## src/rtl/board_io_pkg.sv

```systemverilog
// Shared definitions for the board-level I/O controller: LED display modes,
// the width of the FP exception flag group, and the bit positions of the
// sticky error bits as they appear on the status display.
package board_io_pkg;

  // LED display modes selected by the VIO "mode" field
  typedef enum logic [1:0] {
    LED_MODE_DATA   = 2'd0,
    LED_MODE_STATUS = 2'd1,
    LED_MODE_PWM    = 2'd2,
    LED_MODE_TEST   = 2'd3
  } led_mode_e;

  // Number of FP exception flags reported by the processor
  localparam int FP_FLAG_W = 5;

  // Sticky error bits: integer and FP unrecognised-instruction
  localparam int ERR_W   = 2;
  localparam int ERR_INT = 0;
  localparam int ERR_FP  = 1;

  // Status display word: flags in the low bits, error bits just above them
  localparam int STATUS_W = ERR_W + FP_FLAG_W;

  // Packs the sticky state into the layout shown on the LEDs in status mode
  function automatic logic [STATUS_W-1:0] pack_status(
    input logic [ERR_W-1:0]     err,
    input logic [FP_FLAG_W-1:0] flags
  );
    return {err, flags};
  endfunction

endpackage

```

## src/rtl/btn_debounce.sv

```systemverilog
// Single-channel button debouncer.
// The raw pin is brought into the clock domain by a two-flop synchronizer.
// A counter measures how long the synchronized value has disagreed with the
// debounced level; only after DEBOUNCE_CYCLES consecutive disagreeing cycles
// does the level follow. Any agreement in between restarts the count, so a
// glitch shorter than DEBOUNCE_CYCLES is ignored. A one-cycle press pulse
// accompanies every rising edge of the debounced level.
module btn_debounce #(
  parameter int DEBOUNCE_CYCLES = 1000000
) (
  input  logic clk,
  input  logic reset,
  input  logic btn_raw,
  output logic btn_level,
  output logic btn_press
);

  localparam int CNT_W = (DEBOUNCE_CYCLES > 2) ? $clog2(DEBOUNCE_CYCLES) : 1;
  localparam logic [CNT_W-1:0] CNT_MAX = CNT_W'(DEBOUNCE_CYCLES - 1);

  logic             sync_meta;
  logic             sync_q;
  logic [CNT_W-1:0] stable_cnt;

  // Two-flop synchronizer for the asynchronous button pin
  always_ff @(posedge clk or negedge reset) begin
    if (!reset) begin
      sync_meta <= 1'b0;
      sync_q    <= 1'b0;
    end else begin
      sync_meta <= btn_raw;
      sync_q    <= sync_meta;
    end
  end

  // Disagreement counter; flips the level once the new value has held long enough
  always_ff @(posedge clk or negedge reset) begin
    if (!reset) begin
      stable_cnt <= '0;
      btn_level  <= 1'b0;
      btn_press  <= 1'b0;
    end else begin
      btn_press <= 1'b0;
      if (sync_q != btn_level) begin
        if (stable_cnt == CNT_MAX) begin
          btn_level  <= sync_q;
          btn_press  <= sync_q;
          stable_cnt <= '0;
        end else begin
          stable_cnt <= stable_cnt + CNT_W'(1);
        end
      end else begin
        stable_cnt <= '0;
      end
    end
  end

endmodule

```

## src/rtl/board_io_ctrl.sv

```systemverilog
// Board-level I/O controller for the FPGA top wrapper.
// Collects the board buttons, the processor status outputs and the VIO
// controls and turns them into:
//   - debounced button levels and press pulses (one debouncer per channel),
//   - a stretched reset request to the processor (button 0 or VIO request),
//   - a heartbeat that stops while the processor is being reset,
//   - sticky capture of error pulses and FP exception flags,
//   - a registered LED display whose lower bits are chosen by "mode" and
//     whose top bit always shows the heartbeat.
module board_io_ctrl
  import board_io_pkg::*;
#(
  parameter int NUM_BTN         = 4,
  parameter int DEBOUNCE_CYCLES = 1000000,
  parameter int HB_HALF_PERIOD  = 50000000,
  parameter int RST_STRETCH     = 16,
  parameter int NUM_LED         = 8,
  parameter int DATA_W          = 32,
  parameter int PWM_W           = 4
) (
  input  logic                 clk,
  input  logic                 reset,
  input  logic [NUM_BTN-1:0]   btn_raw,
  output logic [NUM_BTN-1:0]   btn_level,
  output logic [NUM_BTN-1:0]   btn_press,
  input  logic                 soft_reset_req,
  output logic                 sys_reset_req,
  input  logic [1:0]           mode,
  input  logic [PWM_W-1:0]     brightness,
  input  logic                 wb_valid,
  input  logic [DATA_W-1:0]    wb_data,
  input  logic [FP_FLAG_W-1:0] fp_flags,
  input  logic                 err_int,
  input  logic                 err_fp,
  input  logic                 err_clear,
  output logic [NUM_LED-1:0]   led
);

  // The top LED is reserved for the heartbeat; the rest carry display data
  localparam int LED_DATA_W = NUM_LED - 1;

  localparam int HB_W = (HB_HALF_PERIOD > 2) ? $clog2(HB_HALF_PERIOD) : 1;
  localparam logic [HB_W-1:0] HB_MAX = HB_W'(HB_HALF_PERIOD - 1);

  localparam int ST_W = $clog2(RST_STRETCH + 1);
  localparam logic [ST_W-1:0] ST_LOAD = ST_W'(RST_STRETCH);
  localparam logic [ST_W-1:0] ST_ONE  = ST_W'(1);

  logic                  rst_trigger;
  logic [ST_W-1:0]       stretch_cnt;

  logic [HB_W-1:0]       hb_cnt;
  logic                  hb;

  logic [LED_DATA_W-1:0] wb_q;

  logic [ERR_W-1:0]      err_set;
  logic [ERR_W-1:0]      err_q;
  logic [FP_FLAG_W-1:0]  flag_q;

  logic [PWM_W-1:0]      pwm_cnt;
  logic                  pwm_on;

  logic [LED_DATA_W-1:0] led_low;

  // ---------------------------------------------------------------------------
  // Button debounce: one independent debouncer per channel
  // ---------------------------------------------------------------------------
  for (genvar i = 0; i < NUM_BTN; i++) begin : g_btn
    btn_debounce #(
      .DEBOUNCE_CYCLES (DEBOUNCE_CYCLES)
    ) u_debounce (
      .clk       (clk),
      .reset     (reset),
      .btn_raw   (btn_raw[i]),
      .btn_level (btn_level[i]),
      .btn_press (btn_press[i])
    );
  end

  // ---------------------------------------------------------------------------
  // Reset stretch
  // Button 0 and the VIO request both start a reset; coincident triggers are
  // just one trigger. The counter holds the remaining high cycles, and a
  // retrigger while already active reloads it to the full length.
  // ---------------------------------------------------------------------------
  assign rst_trigger = btn_press[0] | soft_reset_req;

  // Reload on a trigger, otherwise count down the remaining request cycles
  always_ff @(posedge clk or negedge reset) begin
    if (!reset) begin
      stretch_cnt   <= '0;
      sys_reset_req <= 1'b0;
    end else if (rst_trigger) begin
      stretch_cnt   <= ST_LOAD;
      sys_reset_req <= 1'b1;
    end else if (stretch_cnt > ST_ONE) begin
      stretch_cnt   <= stretch_cnt - ST_ONE;
      sys_reset_req <= 1'b1;
    end else begin
      stretch_cnt   <= '0;
      sys_reset_req <= 1'b0;
    end
  end

  // ---------------------------------------------------------------------------
  // Heartbeat
  // Toggles every HB_HALF_PERIOD cycles. Held at zero while the processor is
  // in reset so the board visibly "stops breathing" during a reset.
  // ---------------------------------------------------------------------------

  // Half-period counter with toggle on wrap, frozen at zero during reset requests
  always_ff @(posedge clk or negedge reset) begin
    if (!reset) begin
      hb_cnt <= '0;
      hb     <= 1'b0;
    end else if (sys_reset_req) begin
      hb_cnt <= '0;
      hb     <= 1'b0;
    end else if (hb_cnt == HB_MAX) begin
      hb_cnt <= '0;
      hb     <= ~hb;
    end else begin
      hb_cnt <= hb_cnt + HB_W'(1);
    end
  end

  // ---------------------------------------------------------------------------
  // Writeback data capture
  // Only the bits that can ever reach the LEDs are kept.
  // ---------------------------------------------------------------------------

  // Latch the displayable part of the writeback word on each valid beat
  always_ff @(posedge clk or negedge reset) begin
    if (!reset) begin
      wb_q <= '0;
    end else if (wb_valid) begin
      wb_q <= wb_data[LED_DATA_W-1:0];
    end
  end

  // The upper writeback bits are intentionally not displayed
  if (DATA_W > LED_DATA_W) begin : g_wb_hi
    logic unused_wb_hi;
    assign unused_wb_hi = ^wb_data[DATA_W-1:LED_DATA_W];
  end

  // ---------------------------------------------------------------------------
  // Sticky error and FP flag capture
  // A set pulse arriving together with err_clear survives the clear, so no
  // event is ever lost by a clear that happens to land on it.
  // ---------------------------------------------------------------------------

  // Map the individual error pulses onto their sticky bit positions
  always_comb begin
    err_set          = '0;
    err_set[ERR_INT] = err_int;
    err_set[ERR_FP]  = err_fp;
  end

  // Accumulate error and flag pulses until cleared; new sets win over a clear
  always_ff @(posedge clk or negedge reset) begin
    if (!reset) begin
      err_q  <= '0;
      flag_q <= '0;
    end else if (err_clear) begin
      err_q  <= err_set;
      flag_q <= fp_flags;
    end else begin
      err_q  <= err_q | err_set;
      flag_q <= flag_q | fp_flags;
    end
  end

  // ---------------------------------------------------------------------------
  // PWM dimming
  // Free-running counter; brightness is the number of "on" slots per period,
  // except that the all-ones setting means permanently on.
  // ---------------------------------------------------------------------------

  // Free-running PWM slot counter, wrapping naturally after all-ones
  always_ff @(posedge clk or negedge reset) begin
    if (!reset) begin
      pwm_cnt <= '0;
    end else begin
      pwm_cnt <= pwm_cnt + PWM_W'(1);
    end
  end

  assign pwm_on = (brightness == {PWM_W{1'b1}}) || (pwm_cnt < brightness);

  // ---------------------------------------------------------------------------
  // LED display
  // ---------------------------------------------------------------------------

  // Select what the lower LEDs show for the current display mode
  always_comb begin
    led_low = '0;
    case (led_mode_e'(mode))
      LED_MODE_DATA:   led_low = wb_q;
      LED_MODE_STATUS: led_low[STATUS_W-1:0] = pack_status(err_q, flag_q);
      LED_MODE_PWM:    led_low = wb_q & {LED_DATA_W{pwm_on}};
      LED_MODE_TEST:   led_low = '1;
      default:         led_low = '0;
    endcase
  end

  // Register the LED drive so the pins see clean, glitch-free levels
  always_ff @(posedge clk or negedge reset) begin
    if (!reset) begin
      led <= '0;
    end else begin
      led <= {hb, led_low};
    end
  end

endmodule

```

## config.mk

```make
export PLATFORM = sky130hd
export DESIGN_NAME = board_io_ctrl
export DESIGN_NICKNAME = d
export VERILOG_FILES = /design/src/rtl/board_io_pkg.sv /design/src/rtl/btn_debounce.sv /design/src/rtl/board_io_ctrl.sv
export SDC_FILE = /design/constraint.sdc
export NUM_CORES = 1
export LEC_CHECK = 0
export CORE_ASPECT_RATIO = 0.6
export CORE_MARGIN = 3
export CORE_UTILIZATION = 57
export CTS_BUF_LIST = sky130_fd_sc_hd__clkbuf_16
export CTS_CLUSTER_SIZE = 25
export DETAILED_ROUTE_END_ITERATION = 8
export GPL_TIMING_DRIVEN = 0
export PLACE_DENSITY = 0.8
export SLEW_MARGIN = 25
export SYNTH_ARGS = -nofsm -noshare
export SYNTH_HDL_FRONTEND = slang
export SYNTH_HIERARCHICAL = 1
export SYNTH_SLANG_ARGS = --single-unit
```

## constraint.sdc

```tcl
create_clock -name clk -period 2.03 [get_ports clk]
set_input_delay 0.406 -clock clk [delete_from_list [all_inputs] [get_ports clk]]
set_output_delay 0.406 -clock clk [all_outputs]
set_load 0.03 [all_outputs]
```

---- Word-level counts from Yosys, hierarchy flattened ----
Index checks and enable logic that the tools add are counted.
Widths: inputs -> output; s select.
cells by class
  add/subtract/negate cells ............... 7
  magnitude comparators ................... 2
  equal/unequal tests ..................... 13
  multiplexer cells ....................... 27
  bitwise gates (word level) .............. 5
  reductions and logical operators ........ 7
operators with widths
  kind                   count
  $mux 20                8
  $add 20x1->20 const B  4
  $eq 20x20->1 const B   4
  $mux 26                2
  $pmux 7 s4             1
  $add 26x1->26 const B  1
  $eq 26x26->1 const B   1
  $mux 5                 3
  $mux 1                 12
  $reduce_and 2->1       4
  $and 7x7->7            1
  $gt 5x1->1 const B     1
  $or 5x5->5             1
  $sub 5x1->5 const B    1
  $add 4x1->4 const B    1
  $eq 2x2->1 const B     2
  $eq 4x4->1 const B     1
  $lt 4x4->1             1
  $ne 1x1->1             4
  $eq 2x1->1 const B     1
  $logic_not 2->1        1
  $mux 2                 1
  $or 2x2->2             1
  $reduce_bool 2->1      1
  other kinds (3)        3
word-level totals
  register bits after elaboration ......... 155
  word-level logic and storage cells ...... 90

---- Logic depth before layout (Yosys ltp) ----
Gate-level depths: netlist of the first run.
  depth after elaboration ................. 4
  mapped depth ............................ 7
  gate-level depth less buffers ........... 6

---- By module ----
Netlist of the first run, hierarchy kept.
modules (own cells, without submodules)
  module         instances  cells each  area an instance (um^2)  seq. area each (um^2)
  btn_debounce   4          107         1184.9                   600.6
  board_io_ctrl  1          238         2640.0                   1476.4

---- Worst setup path after synthesis of the first run ----
Ideal clock, no wire load.
  kind .................................... reg2reg
  from .................................... register g_btn[0].u_debounce.stable_cnt[11]
  to ...................................... register g_btn[0].u_debounce.btn_level
  library setup time ...................... 0.125 ns
  arrival ................................. 1.659 ns
  required time ........................... 1.905 ns
  path slack .............................. 0.246 ns
  stages on the path, launching flop included .. 5
  clock period less this slack ............ 1.784 ns
  cells stage by stage .................... dfrtp_1 > nor4_2 > nand4_2 > or4_4 > mux2_4
on the way
  word-level cells in the longest chain between the ends .. 2
RTL lines
  item                               line                text
  from (decl)                        btn_debounce.sv:23  logic [CNT_W-1:0] stable_cnt;
  from (signal assigned)             btn_debounce.sv:50  stable_cnt <= stable_cnt + CNT_W'(1);
  $eq 20x20->1                       btn_debounce.sv:45  if (stable_cnt == CNT_MAX) begin
  $reduce_and 2->1 (no source line)  n/a
  to (signal assigned)               btn_debounce.sv:46  btn_level <= sync_q;
  to (decl)                          btn_debounce.sv:14  output logic btn_level,
Every way passes these cells.
A chain may end at the register's enable or synchronous reset.

---- Final worst setup path of the first run ----
  from .................................... register g_btn[3].u_debounce.stable_cnt[11]
  to ...................................... register g_btn[3].u_debounce.btn_level
on the way
  word-level cells in the longest chain between the ends .. 2
RTL lines
  item                               line
  from (decl)                        btn_debounce.sv:23
  from (signal assigned)             btn_debounce.sv:50
  $eq 20x20->1                       btn_debounce.sv:45
  $reduce_and 2->1 (no source line)  n/a
  to (signal assigned)               btn_debounce.sv:46
  to (decl)                          btn_debounce.sv:14
Every way passes these cells.

==> results of run 1 <==
-- area by class of cell --
| type | instances | area, µm² |
|---|---|---|
| flip-flops and latches | 155 | 3880 |
| fillers | 826 | 3550 |
| multi-input cells | 484 | 3400 |
| repair buffers | 57 | 568 |
| clock buffers | 17 | 425 |
| well taps | 165 | 206 |
| clock inverters | 15 | 165 |
| plain buffers | 10 | 75.1 |
| inverters | 17 | 63.8 |
-- placed cells by master, fill, tap and decap left out, types with 4 or more instances in the layout --
cell / Yosys / final
clkdlybuf4s50_1: 0 / 40
nor4_2: 8 / 7
o41ai_4: 4 / 4
nand4_1: 14 / 14
or4_4: 4 / 4
nor2_1: 108 / 108
nand2_1: 34 / 34
inv_6: 0 / 4
buf_4: 5 / 16
dfrtp_1: 155 / 155
a21oi_1: 21 / 21
nor4_4: 1 / 4
nand4bb_1: 4 / 4
nor3b_1: 4 / 4
nor4bb_1: 4 / 4
or3_1: 6 / 6
clkinvlp_4: 0 / 4
a21o_1: 7 / 7
nand4_2: 10 / 10
o31ai_1: 12 / 12
clkbuf_16: 0 / 17
and3_1: 15 / 15
o21ai_0: 7 / 7
or4_1: 13 / 13
nand3_1: 37 / 37
nand3_2: 9 / 9
xor2_1: 47 / 47
nor4_1: 6 / 4
mux2i_1: 4 / 4
mux2_4: 4 / 4
and4_1: 11 / 11
o221ai_1: 7 / 7
mux2_2: 7 / 7
inv_1: 17 / 18
xnor2_1: 37 / 37
ha_1: 11 / 11
or3_4: 4 / 4
or2_1: 5 / 5
nor3_1: 11 / 11
-- critical path, stage by stage (launching register included) --
cell and delay, ps:
dfrtp_1 440, nor4_2 340, nand4_2 180, or4_4 550
mux2_4 320
-- path summary, 6_finish.rpt --
check,startpoint,end,slack [ps],cells after the start
setup reg to reg,g_btn[3].u_debounce/stable_cnt[11]$_DFF_PN0_,g_btn[3].u_debounce/btn_level$_DFFE_PN0P_,90,4
max in group asynchronous,reset,stretch_cnt[0]$_DFF_PN0_,720,3
setup / recovery,g_btn[3].u_debounce/stable_cnt[11]$_DFF_PN0_,g_btn[3].u_debounce/btn_level$_DFFE_PN0P_,90,4
hold reg to reg,g_btn[3].u_debounce/sync_meta$_DFF_PN0_,g_btn[3].u_debounce/sync_q$_DFF_PN0_,350,0
hold / removal,g_btn[3].u_debounce/sync_meta$_DFF_PN0_,g_btn[3].u_debounce/sync_q$_DFF_PN0_,350,0
min in group asynchronous,reset,hb_cnt[2]$_DFF_PN0_,510,2
-- stage by stage --
step	util, %	instance area (µm²)	setup TNS [ps]	instances
finish	71.2	8790	0	920
global route	71.2	8790	0	920
CTS	70.3	8670	0	910
detailed placement	65.3	8050	-1380	875
global placement	65.0	8020	-837990	874
floorplan	-	7380	0	666
-- power groups by stage --
stage                     clock [W]  combinational (W)  sequential (W)
after floorplan                   0           0.000276         0.00336
after global placement            0           0.000501         0.00334
after detailed placement          0           0.000538         0.00335
after CTS                   0.00322           0.000548         0.00329
after global routing        0.00337           0.000614         0.00331
final                       0.00319           0.000551         0.00329
-- registers in the layout, summed over array words and instances (netlist names) --
signal	count
g_btn.u_debounce/btn_press	4
hb	1
g_btn.u_debounce/sync_q	4
sys_reset_req	1
g_btn.u_debounce/sync_meta	4
wb_q	7
g_btn.u_debounce/stable_cnt	80
err_q	2
g_btn.u_debounce/btn_level	4
hb_cnt	26
stretch_cnt	5
led	8
pwm_cnt	4
flag_q	5
-- layer usage --
metal	part of all wire (%)	vias up
li1	-	2535
met1	48	2684
met2	46	135
met3	4.9	20
met4	1.3	0
met5	0	-
-- cells by family (layout without fill, tap and decap cells) --
| family | Yosys count | after routing | synth area share, % |
|---|---|---|---|
| muxes | 15 | 15 | 2.42 |
| AOI/OAI and AO/OA | 60 | 60 | 6.38 |
| xor gates and xnor gates | 84 | 84 | 9.97 |
| DFF | 155 | 155 | 52.6 |
| adders and majority gates | 11 | 11 | 1.87 |
| and+or+nand+nor | 314 | 314 | 25.0 |
| buffers and inverters | 27 | 116 | 1.83 |
-- what timing repair did --
action | CTS | global route
hold buffers | 1 | 0
setup buffers | 2 | 10
pin swaps | 3 | 5
endpoints found under the hold margin | 63 | 0
gates resized for setup | 1 | 7
endpoints found under the setup margin | 24 | 45
==> impl_metrics.yaml, run 1 <==
grt:
  grt_pass1_vias: 5205
  grt_usage_pct: 21.8
  grt_pass1_wl_um: 25200
  grt_use_met1_pct: 31.1
  grt_overflow: 0
  top_usage_layer: "met2"
  antenna_found_initial: 0
  met2_usage_pct: 32.7
  grt_max_degree: 93
  grtUsageMet3_pct: 5.11
critical_path:
  cp.required_ps: 2340
  cp_max_fo: 4
  critPathArrivalTime_ps: 2250
  start_kind: "flip-flop"
  cp-end-kind: "flip-flop"
  path_class: "reg -> reg"
layout:
  final_nets: 807
  syn_to_final_growth_pct: 19.1
  post_route_cells_drive_above_1_share_pct: 14.3
  diodes: 0
timing:
  holdWs_ps: 354
  fin_ws_ps: 88.2
  min_period_ps: 1940
  setup_violations: 0
  grt_setup_unrepaired: "no"
  tightest_slew_ps: 542
  relSlewSlack_pct: 63.6
  finClkSkew_ps: 7.74
  post-route-period-util_pct: 95.7
  fmax_mhz: 515
  hold_viol_final: 0
  drv_slew: 0
detailed_routing:
  drc: 0
  via_per_inst: 5.84
  dr.pass1.iters: 4
  drtIter0Drc: 368
  wl_per_cell_um: 16.7
  ant_nets: 0
  finalWirelength_um: 15400
  vias: 5374
power_and_ir_drop:
  netSwitchingFraction_pct: 24.9
  pwr-share-comb_pct: 7.8
  p_switching_w: 0.00175
  clkPwrFrac_pct: 45.3
  fin_total_pwr_w: 0.00703
  p_int_w: 0.00528
  power.density_nw_per_um2: 800
  pwr-share-seq_pct: 46.9
  leakagePower_nw: 3.77
  ir_worst_vdd_uv: 576
placement:
  dp_hpwl_um: 10300
  pre_cts_slack_ps: -207
  port_buffers: 43
  gp_congestion: 0.823
clocking:
  clk_pin_slew_worst_paths_ps: 60
  cts_buffers: 17
  htree_levels: 4
  root_buffer: "clkbuf_16"
  clk_path_buf_depth: 2
  cts_tree: "built"
  insertion_delay_ps: 430
  clock-sinks: 155
flow_run:
  max_cap_viol_count: 0
status:
  status: "finished clean"
synth:
  ys_seq_elements: 155
  synth_most_common_cell: "dfrtp_1"
  synth-seq-area-share_pct: 52.6
  syn-num-nets: 731
  synth_top_area_share_pct: 52.6
  yosysWarnings: 6
  ys_top_cells_by_area: "dfrtp_1, xor2_1, nor2_1"
  postSynthCellCount: 666
  synthTopCellsByCount: "dfrtp_1, nor2_1, xor2_1"
  synth_edf_count: 0
  ys.flop_type: "dfrtp_1"
  yosysUniqueCellTypes: 44
  synth.avg_cell_area_um2: 11.1
  synthArstFlopShare_pct: 100
  syn_area_um2: 7380
  synth_area_leader_cell: "dfrtp_1"
floorplan:
  core_um2: 12300
  die_x_um: 153
  rows: 31
  die_h_um: 94.1
  dieArea_um2: 14400
  initial_core_util_pct: 59.8
  io_pins: 71
hold_path:
  worstHoldPathType: "reg -> reg"
Note: power is estimated with default switching activity, not from simulation.
==> inputs of run 2 (changes only) <==
--- a/config.mk
+++ b/config.mk
@@ -7,12 +7,13 @@
 export LEC_CHECK = 0
 export CORE_ASPECT_RATIO = 0.6
 export CORE_MARGIN = 3
-export CORE_UTILIZATION = 57
+export CORE_UTILIZATION = 54
 export CTS_BUF_LIST = sky130_fd_sc_hd__clkbuf_16
 export CTS_CLUSTER_SIZE = 25
 export DETAILED_ROUTE_END_ITERATION = 8
 export GPL_TIMING_DRIVEN = 0
-export PLACE_DENSITY = 0.8
+export HOLD_SLACK_MARGIN = 0.06
+export PLACE_DENSITY = 0.76
 export SLEW_MARGIN = 25
 export SYNTH_ARGS = -nofsm -noshare
 export SYNTH_HDL_FRONTEND = slang
==> run 2 against run 1 <==
  * First-iteration DRC count down 7.9%
  * Setup slack worse by 19 ps
  * Critical path depth down 3
  * Critical path type is now reg -> out
==> impl_metrics.yaml, run 2 (synthesized netlist as in run 1, its figures left out) <==
timing:
  tightest_slew_ps: 564
  min_period_ps: 1960
  fmax_mhz: 510
  hold_viol_final: 0
  grt_setup_unrepaired: "no"
  setup_violations: 0
  relSlewSlack_pct: 62.4
  setup_tns_ps: 0
  finClkSkew_ps: 9.15
  post-route-period-util_pct: 96.6
  drv_slew: 0
critical_path:
  critPathTopFamily: "buffers and inverters"
  cp_max_fo: 4
  cp.depth: 1
  cp-end-kind: "primary output"
  path_class: "reg -> out"
  cp_cell_sequence: "clkdlybuf4s50_1"
  critPathArrivalTime_ps: 1550
  r2r_start: "g_btn[1].u_debounce/stable_cnt[11]$_DFF_PN0_"
  path_buf_inv: 1
  cp.required_ps: 1620
  start_kind: "flip-flop"
  r2r-end: "g_btn[1].u_debounce/btn_level$_DFFE_PN0P_"
  worstSetupStartpoint: "g_btn[0].u_debounce/btn_level$_DFFE_PN0P_"
  rr_worst_depth: 4
  cp_slowest_stage_delay_ps: 700
  slowest_stage: "clkdlybuf4s50_1"
  r2r_setup_slack_ps: 90
placement:
  dp_hpwl_um: 10300
  gp_congestion: 0.837
  port_buffers: 43
flow_run:
  max_cap_viol_count: 0
grt:
  grt_pass1_wl_um: 26300
  grt_max_degree: 95
  grt_overflow: 0
  antenna_found_initial: 0
  grt_usage_pct: 21.8
  grt_pass1_vias: 5405
layout:
  diodes: 0
  largestRegisters: "g_btn.u_debounce/stable_cnt (80), hb_cnt (26), led (8)"
  layout_common_cells: "dfrtp_1, nor2_1, xor2_1"
  fillers: 926
  mostFrequentLayoutCell: "dfrtp_1"
  final_util_pct: 67.6
  largest_reg_flops: 80
  final_nets: 807
  regMostFlops: "g_btn.u_debounce/stable_cnt"
  syn_to_final_growth_pct: 20.0
  post_route_cells_drive_above_1_share_pct: 14.3
clocking:
  cts_buffers: 17
  clock-sinks: 155
  insertion_delay_ps: 420
  htree_levels: 4
  cts_tree: "built"
  clk_path_buf_depth: 2
  clk_pin_slew_worst_paths_ps: 70
  root_buffer: "clkbuf_16"
status:
  status: "finished clean"
detailed_routing:
  via_per_inst: 5.88
  drc: 0
  drtIter0Drc: 339
  wl_per_cell_um: 16.9
  ant_nets: 0
  finalWirelength_um: 15600
  dr.pass1.iters: 5
  vias: 5435
hold_path:
  worstHoldPathType: "reg -> reg"
  hold_path_end: "g_btn[1].u_debounce/sync_q$_DFF_PN0_"
  min_path_cells: 0
  min_from: "g_btn[1].u_debounce/sync_meta$_DFF_PN0_"
power_and_ir_drop:
  power.density_nw_per_um2: 826
  leakagePower_nw: 3.78
  ir_worst_vdd_uv: 590
floorplan:
  dieArea_um2: 15200
  rows: 32
  die_x_um: 157
  die_h_um: 96.6
  initial_core_util_pct: 56.4
  io_pins: 71
  core_um2: 13100
## run 2: changes by cell type in the layout (fill, tap and decap cells not counted), moves of 2 or more
cell	before	now
clkinvlp_4	4	1
clkdlybuf4s50_1	40	42
inv_8	2	0
bufinv_16	2	5
inv_6	4	2
clkinv_4	1	4
dlymetal6s2s_1	2	0
## run 2: through the flow
stage / hold WS, ps / instances / total power (W) / instance area [µm²] / setup slack [ps]
floorplan: 110 / 666 / 0.00363 / 7380 / 246
global placement: 334 / 879 / 0.00384 / 8020 / -5430
detailed placement: 339 / 880 / 0.00389 / 8060 / -183
CTS: 354 / 912 / 0.00736 / 8710 / 3.44
global route: 367 / 924 / 0.00758 / 8850 / 10.1
finish: 351 / 924 / 0.00731 / 8850 / 69.6
## run 2: worst max path at each step
stage	endpoint	slack [ps]
final	btn_level[0]	70
after global routing	g_btn[0].u_debounce/btn_level$_DFFE_PN0P_	10
after CTS	g_btn[1].u_debounce/stable_cnt[9]$_DFF_PN0_	3
after detailed placement	led[6]$_DFF_PN0_	-180
after global placement	pwm_cnt[1]$_DFF_PN0_	-5430
after floorplan	g_btn[0].u_debounce/btn_level$_DFFE_PN0P_	250
## run 2: timing repair
| action | 4_1_cts | 5_1_grt |
|---|---|---|
| buffers inserted | 0 | 12 |
| resized for setup | 0 | 7 |
| endpoints found under the hold margin | 61 | 0 |
| pin swaps | 1 | 7 |
| hold buffers | 1 | 0 |
| setup endpoints to repair | 10 | 64 |
## run 2: layout make-up
class                   instances  area [µm²]  share of cell area (%)
plain buffers                  10        71.3                   0.806
well taps                     170         213                    2.40
clock inverters                14         219                    2.47
flip-flops and latches        155        3880                    43.8
repair buffers                 57         563                    6.36
multi-input cells             484        3420                    38.6
clock buffers                  17         425                    4.80
inverters                      17        63.8                   0.721
## run 2: where the power goes
group | switching (W) | total (W) | internal (W)
sequential | 0.0000938 | 0.00329 | 0.00320
clock | 0.00128 | 0.00347 | 0.00218
combinational | 0.000308 | 0.000553 | 0.000245
## run 2: worst register-to-register path: cells and delay by family, from the launching register on
kind / cells / cell delay [ps]
flops: 1 / 440
mux: 1 / 310
simple gates: 3 / 1080
## run 2: layer usage
layer / GRT usage, % / wire (µm)
met1: 30.9 / 7330
met2: 33.5 / 7370
met3: 5.25 / 747
met4: 7.21 / 133
met5: 0 / 0
==> inputs of run 3 (changes only) <==
--- a/config.mk
+++ b/config.mk
@@ -14,6 +14,7 @@
 export GPL_TIMING_DRIVEN = 0
 export HOLD_SLACK_MARGIN = 0.06
 export PLACE_DENSITY = 0.76
+export SKIP_CTS_REPAIR_TIMING = 1
 export SLEW_MARGIN = 25
 export SYNTH_ARGS = -nofsm -noshare
 export SYNTH_HDL_FRONTEND = slang
==> run 3 against run 2 <==
  * Clock skew about the same
  * Core utilization unchanged
  * Non-clock buffer count unchanged
  * Critical path depth unchanged
  * Sequential cell count unchanged
  * Die area unchanged
  * Design area unchanged
  * Sequential power about the same
  * Via count down 0.35%
  * Register-to-register slack about the same
  * Fmax down 0.60%
  * Critical endpoint unchanged
  * Highest routed layer unchanged
==> impl_metrics.yaml, run 3 (synthesized netlist as in run 1, its figures left out) <==
timing:
  relSlewSlack_pct: 62.3
  setup_violations: 0
  min_period_ps: 1970
  setup_tns_ps: 0
  grt_setup_unrepaired: "no"
  tightest_slew_ps: 566
  fin_ws_ps: 57.7
  fmax_mhz: 507
  post-route-period-util_pct: 97.2
  hold_viol_final: 0
  finClkSkew_ps: 9.33
  drv_slew: 0
floorplan:
  dieArea_um2: 15200
  rows: 32
  die_h_um: 96.6
  core_um2: 13100
  die_x_um: 157
  io_pins: 71
  initial_core_util_pct: 56.4
grt:
  grt_pass1_wl_um: 26300
  grtUsageMet3_pct: 5.25
  grt_use_met1_pct: 30.9
  grt_max_degree: 95
  met2_usage_pct: 33.5
  grt_pass1_vias: 5404
  grt_usage_pct: 21.8
  grt_overflow: 0
  top_usage_layer: "met2"
  antenna_found_initial: 0
hold_path:
  worstHoldPathType: "reg -> reg"
layout:
  post_route_cells_drive_above_1_share_pct: 14.3
  largest_reg_flops: 80
  stdcell_area_um2: 8850
  regMostFlops: "g_btn.u_debounce/stable_cnt"
  seqCellArea_um2: 3880
  mostFrequentLayoutCell: "dfrtp_1"
  final_util_pct: 67.6
  multi_input_area_um2: 3420
  final_nets: 807
  fillers: 926
  syn_to_final_growth_pct: 20.0
  largestRegisters: "g_btn.u_debounce/stable_cnt (80), hb_cnt (26), led (8)"
  diodes: 0
  layout_common_cells: "dfrtp_1, nor2_1, xor2_1"
placement:
  gp_congestion: 0.837
  pre_cts_slack_ps: -183
  port_buffers: 43
  dpl_cell_area_um2: 8060
  dp_hpwl_um: 10300
power_and_ir_drop:
  p_switching_w: 0.00168
  pwr-share-comb_pct: 7.6
  pwr-share-seq_pct: 45.1
  clkPwrFrac_pct: 47.4
  p_int_w: 0.00563
  leakagePower_nw: 3.78
  fin_total_pwr_w: 0.00731
  power.density_nw_per_um2: 825
  ir_worst_vdd_uv: 591
  netSwitchingFraction_pct: 23.0
detailed_routing:
  vias: 5416
  drtIter0Drc: 318
  via_per_inst: 5.86
  wl_per_cell_um: 16.8
  ant_nets: 0
  dr.pass1.iters: 4
  drc: 0
  finalWirelength_um: 15600
clocking:
  clk_pin_slew_worst_paths_ps: 70
  cts_buffers: 17
  cts_tree: "built"
  root_buffer: "clkbuf_16"
  clock-sinks: 155
  clk_path_buf_depth: 2
  insertion_delay_ps: 420
  htree_levels: 4
critical_path:
  path_class: "reg -> out"
  critPathTopFamily: "buffers and inverters"
  critPathArrivalTime_ps: 1570
  cp.required_ps: 1620
  cp_cell_sequence: "clkdlybuf4s50_1"
  cp_max_fo: 4
  start_kind: "flip-flop"
  path_buf_inv: 1
  cp_slowest_stage_delay_ps: 710
  cp-end-kind: "primary output"
  slowest_stage: "clkdlybuf4s50_1"
status:
  status: "finished clean"
flow_run:
  max_cap_viol_count: 0
==> run 3: worst register-to-register path, cell delays in order (launching register included) <==
cell and delay [ps]:
dfrtp_1 430, nor4_2 330, nand4_2 200, or4_4 550
mux2_4 310
==> run 3: worst paths after layout <==
path | startpoint | end | slack, ps | cells after the start
worst max-delay path | g_btn[0].u_debounce/btn_level$_DFFE_PN0P_ | btn_level[0] | 60 | 1
worst min-delay path | g_btn[1].u_debounce/sync_meta$_DFF_PN0_ | g_btn[1].u_debounce/sync_q$_DFF_PN0_ | 350 | 0
min in group asynchronous | reset | g_btn[3].u_debounce/stable_cnt[19]$_DFF_PN0_ | 510 | 2
worst min register to register | g_btn[1].u_debounce/sync_meta$_DFF_PN0_ | g_btn[1].u_debounce/sync_q$_DFF_PN0_ | 350 | 0
worst max register to register | g_btn[1].u_debounce/stable_cnt[11]$_DFF_PN0_ | g_btn[1].u_debounce/btn_level$_DFFE_PN0P_ | 90 | 4
max in group asynchronous | reset | flag_q[0]$_DFF_PN0_ | 710 | 3
==> run 3: area by class of cell <==
cell class                      instances  area share (%)
Buffer                                 10           0.806
Tap cell                              170            2.40
Clock buffer                           17            4.80
Sequential cell                       155            43.8
Timing Repair Buffer                   57            6.36
Multi-Input combinational cell        484            38.6
Clock inverter                         14            2.47
Inverter                               17           0.721
==> run 3: layer usage <==
| metal | share of wire, % | vias to the layer above |
|---|---|---|
| met2 | 47 | 138 |
| met5 | 0 | - |
| li1 | - | 2536 |
| met3 | 4.6 | 15 |
| met1 | 47 | 2727 |
| met4 | 0.85 | 0 |
==> run 3: per-stage QoR <==
stage	hold WS, ps	instances
after floorplan	110	666
after global routing	367	924
after CTS	-73.1	911
after global placement	334	879
after detailed placement	339	880
final	351	924
==> run 3: power by group through the flow <==
| stage | Sequential [W] | Clock, W | Combinational, W |
|---|---|---|---|
| finish | 0.00329 | 0.00346 | 0.000553 |
| floorplan | 0.00336 | 0 | 0.000276 |
| CTS | 0.00329 | 0.00352 | 0.000546 |
| global placement | 0.00334 | 0 | 0.000502 |
| global route | 0.00331 | 0.00366 | 0.000612 |
| detailed placement | 0.00334 | 0 | 0.000544 |
